===== config.mk =====
export PLATFORM = sky130hd
export DESIGN_NAME = obstacle_collide
export DESIGN_NICKNAME = d
export VERILOG_FILES = /design/src/rtl/obstacle_collide.sv
export SDC_FILE = /design/constraint.sdc
export NUM_CORES = 1
export LEC_CHECK = 0
export CORE_UTILIZATION = 60
export DETAILED_ROUTE_END_ITERATION = 10
export GPL_ROUTABILITY_DRIVEN = 0
export PLACE_DENSITY = 0.82
export SKIP_CTS_REPAIR_TIMING = 1
export SYNTH_ARGS = -nofsm -noshare
export SYNTH_HDL_FRONTEND = slang
export SYNTH_SLANG_ARGS = --single-unit

===== constraint.sdc =====
create_clock -name CLK -period 5.9 [get_ports CLK]
set_input_delay 1.77 -clock CLK [delete_from_list [all_inputs] [get_ports CLK]]
set_output_delay 1.77 -clock CLK [all_outputs]
set_load 0.1 [all_outputs]

===== src/rtl/obstacle_collide.sv =====
// obstacle_collide: consumer end of the jump controller's height/status interface.
// While the game runs, a single ground obstacle scrolls right-to-left across a SCREEN_W-column
// track, one column per scroll step (every TICK_DIV cycles). Every cycle the obstacle column
// and the live dinosaur height are compared; a hit raises a one-cycle crash pulse and freezes
// the track until game_status drops. Cleared obstacles are counted into a saturating score.
//
// Ports:
//   CLK              in   1   system clock, all logic on posedge
//   RST              in   1   synchronous active-high reset
//   game_status      in   1   1 = game running
//   dinosaur_height  in   6   dinosaur height above ground, unsigned
//   obstacle_x       out  6   current obstacle column
//   obstacle_valid   out  1   obstacle on track
//   crash            out  1   one-cycle pulse on collision
//   score            out  10  obstacles cleared this run, saturates at 1023
module obstacle_collide #(
  parameter int unsigned TICK_DIV  = 250000,
  parameter int unsigned SCREEN_W  = 64,
  parameter int unsigned DINO_X    = 8,
  parameter int unsigned OBST_H    = 12,
  parameter int unsigned MIN_GAP   = 16,
  parameter logic [7:0]  LFSR_SEED = 8'hA5
) (
  input  logic       CLK,
  input  logic       RST,
  input  logic       game_status,
  input  logic [5:0] dinosaur_height,
  output logic [5:0] obstacle_x,
  output logic       obstacle_valid,
  output logic       crash,
  output logic [9:0] score
);

  localparam int unsigned TickW = (TICK_DIV > 1) ? $clog2(TICK_DIV) : 1;
  localparam logic [TickW-1:0] TickLast = TickW'(TICK_DIV - 1);
  localparam logic [5:0] XSpawn = 6'(SCREEN_W - 1);
  localparam logic [5:0] XDino  = 6'(DINO_X);
  localparam logic [6:0] HClear = 7'(OBST_H);
  localparam logic [5:0] GapMin = 6'(MIN_GAP);

  typedef enum logic [1:0] {StIdle, StRun, StCrashed} state_e;

  state_e           state_q;
  logic [TickW-1:0] tick_q;
  logic [5:0]       gap_q;
  logic [7:0]       lfsr_q;
  logic [5:0]       x_q;
  logic             valid_q;
  logic             crash_q;
  logic [9:0]       score_q;

  logic hit;
  logic step;
  logic lfsr_fb;

  // Height is compared live against the registered column, so a jump that lands in the
  // same cycle the obstacle arrives is still judged on the current height.
  assign hit     = valid_q && (x_q == XDino) && ({1'b0, dinosaur_height} < HClear);
  assign step    = (tick_q == TickLast);
  // x^8 + x^6 + x^5 + x^4 + 1
  assign lfsr_fb = lfsr_q[7] ^ lfsr_q[5] ^ lfsr_q[4] ^ lfsr_q[3];

  always_ff @(posedge CLK) begin
    if (RST) begin
      state_q <= StIdle;
      tick_q  <= '0;
      gap_q   <= GapMin;
      lfsr_q  <= LFSR_SEED;
      x_q     <= '0;
      valid_q <= 1'b0;
      crash_q <= 1'b0;
      score_q <= '0;
    end else begin
      crash_q <= 1'b0;
      unique case (state_q)
        StIdle: begin
          valid_q <= 1'b0;
          if (game_status) begin
            state_q <= StRun;
            score_q <= '0;
            tick_q  <= '0;
            gap_q   <= GapMin;
          end
        end
        StRun: begin
          if (hit) begin
            // A hit pre-empts a coincident step: nothing moves, scores or shifts.
            crash_q <= 1'b1;
            state_q <= StCrashed;
          end else if (!game_status) begin
            state_q <= StIdle;
            valid_q <= 1'b0;
          end else begin
            tick_q <= step ? '0 : tick_q + TickW'(1);
            if (step) begin
              lfsr_q <= {lfsr_q[6:0], lfsr_fb};
              if (valid_q) begin
                if (x_q == 6'd0) begin
                  valid_q <= 1'b0;
                  if (score_q != 10'h3FF) score_q <= score_q + 10'd1;
                end else begin
                  x_q <= x_q - 6'd1;
                end
              end else if (gap_q != 6'd0) begin
                gap_q <= gap_q - 6'd1;
              end else begin
                x_q     <= XSpawn;
                valid_q <= 1'b1;
                gap_q   <= GapMin + {2'b00, lfsr_q[3:0]};
              end
            end
          end
        end
        StCrashed: begin
          // Obstacle stays visible until the run is abandoned.
          if (!game_status) begin
            state_q <= StIdle;
            valid_q <= 1'b0;
          end
        end
        default: state_q <= StIdle;
      endcase
    end
  end

  assign obstacle_x     = x_q;
  assign obstacle_valid = valid_q;
  assign crash          = crash_q;
  assign score          = score_q;

endmodule


==> flow_summary.ini <==
[layout]
syn_to_final_growth_pct = 14.8
nets = 387
final_cells = 425
num_antenna_cells = 0
multi_input_area_um2 = 1640
stdcell_area_um2 = 3230
drive_gt1_share_pct = 4.83
n_fill_cell = 351
ff_latch_area_um2 = 1040

[die]
start_util_pct = 63.6
core_area_um2 = 4410
ioPinCount = 27
die_w_um = 70.4
num_rows = 24
die-area_um2 = 4960
die_height_um = 70.4

[placement]
numPortBuffers = 24
place_inst = 417
dpl_cell_area_um2 = 3070
dp_slack_ns = 1.72
dp_hpwl_mm = 4.46

[power_and_ir_drop]
vdd_drop_max_mv = 0.160
cellLeakagePower_nw = 1.13
p_per_area_nw_per_um2 = 225
total_power_mw = 0.726

[cts]
cts_buffer_depth = 2
clock_latency_ns = 0.32
clk_pin_slew_worst_paths_ns = 0.09
cts_root_buf = clkbuf_8
cts_tree = built
cts_max_level = 2
cts.sinks = 52
cts_buffers = 5

[critical_path]
setup.worst_path.start_class = input port
cp.required_ns = 6.07
crit_fanout = 19
cp.arrival_ns = 4.05
path_class = in -> reg
critPathCaptureType = register

[logic_synthesis]
syn_area_um2 = 2810
synth_edf_count = 0
ys_seq_area_share_pct = 37.1
ys_warn_count = 0
syn_inst = 356
async_flop_share_pct = 0
ys_ff_latch = 52
syn_nets = 371
avgSynthCellArea_um2 = 7.89
synth-main-ff-cell = dfxtp_1
yosysUniqueCellTypes = 48

[timing]
drv_slew = 0
setup_viol = 0
fin_ws_ns = 2.02
fmax_ghz = 0.257
slew_headroom_pct = 33.2
rsz0062_at_grt = false
min_period_ns = 3.88
skew_ns = 0.00702
fin_crit_sh_pct = 65.8
tightest_slew_ns = 0.998
tns_ns = 0
hold_viol = 0

[drt]
drtIter0Drc = 213
wl_per_cell_um = 15.5
viasPerCell = 6.36
dr.pass1.iters = 5
drc_errors = 0
vias = 2705
postRouteAntennaNets = 0
wl_mm = 6.58

[min_path]
hp-class = reg -> reg

[global_route]
grt_pass1_vias = 2391
grt_max_degree = 20
antenna_found_initial = 0
track_usage_pct = 26.7
globalRouteOverflowTotal = 0
grt_pass1_wl_mm = 10.7

[job]
maxCapViolations = 0

[outcome]
status = complete, no violations
-- power breakdown --
group	leakage (nW)	internal [mW]	switching, mW	total, mW
combinational	0.634	0.0132	0.0230	0.0362
clock	0.0784	0.212	0.123	0.335
sequential	0.420	0.352	0.00212	0.355
-- synth_stat cells (5+ instances only) --
cell type   n  area (um^2)
o31ai_1    11         82.6
o21ai_0    17         85.1
clkbuf_1   14         52.6
xor2_1      9         78.8
nor2_1     32          120
nand4_1    14         87.6
and2_1      7         43.8
nand2_1    36          135
or3_1       7         43.8
buf_2       5         25.0
and3_1     10         62.6
o211ai_1    5         37.5
inv_1      14         52.6
a21oi_1    29          145
ha_1        6         75.1
xnor2_1     5         43.8
nand3_1    25          125
a211oi_1    5         37.5
dfxtp_1    52         1040
-- per-stage QoR --
step	utilization (%)	hold WS [ns]
final	73.1	0.462
after global routing	73.1	0.495
after CTS	73.1	0.466
after detailed placement	69.5	0.452
after global placement	69.5	0.443
after floorplan	-	0.432
-- logic make-up (layout without fill, tap and decap cells) --
logic type      Yosys count  in the layout  share of synthesized area (%)
compound gates           87             87                           20.0
xor+xnor                 14             14                           4.37
fa+ha+maj                 6              6                           2.67
buf+inv                  33             50                           4.63
flops                    52             52                           37.1
mux                       3              3                           1.11
simple gates            161            161                           30.2
-- metal layers --
layer	GRT usage, %	share of wire [%]	vias to the layer above
li1	-	-	1332
met1	35.6	47	1268
met2	43.2	46	95
met3	5.92	5.9	10
met4	7.78	1.3	0
met5	0	0	-
-- worst max-delay path, cell delays in order --
cell	delay (ns)
clkdlybuf4s50_1	0.45
buf_4	0.24
inv_1	0.28
nand2_1	0.30
a21oi_1	0.10
nor2_1	0.78
nor2_1	0.12
-- cells in the final DEF (no fill, tap or decap), types with 3 or more instances in the layout --
cell type	n
a31oi_1	4
nand4_1	14
nor2_1	32
nor3b_1	4
xnor2_1	5
nand3_1	25
o21ai_0	17
nor3_1	4
buf_4	4
a211oi_1	5
xor2_1	9
ha_1	6
clkbuf_8	5
or3_1	7
bufinv_16	3
inv_1	14
and2_1	7
nand2_1	36
and3_1	10
o31ai_1	11
nor2b_1	4
a21oi_1	29
nand2b_1	4
clkdlybuf4s50_1	24
dfxtp_1	52
o211ai_1	5
-- sequential cells by signal (all words and copies together) (netlist names) --
signal          count
tick_q             18
score              10
lfsr_q              8
gap_q               6
obstacle_x          6
state_q             2
crash               1
obstacle_valid      1
-- final cells by class --
type | count | area share [%]
clock buffer | 5 | 2.13
inverter | 14 | 1.63
multi-input combinational | 271 | 50.8
clock inverter | 3 | 2.79
timing repair buffer | 28 | 8.38
tap | 52 | 2.02
sequential | 52 | 32.3
-- worst paths after layout --
kind	start	to	slack, ns	cells past startpoint
min reg2reg	lfsr_q[6]	lfsr_q[6]	0.46	2
max	RST	tick_q[10]	2.02	7
min	lfsr_q[6]	lfsr_q[6]	0.46	2
max reg2reg	tick_q[10]	tick_q[10]	3.13	5
Note: power is estimated with default switching activity, not from simulation.
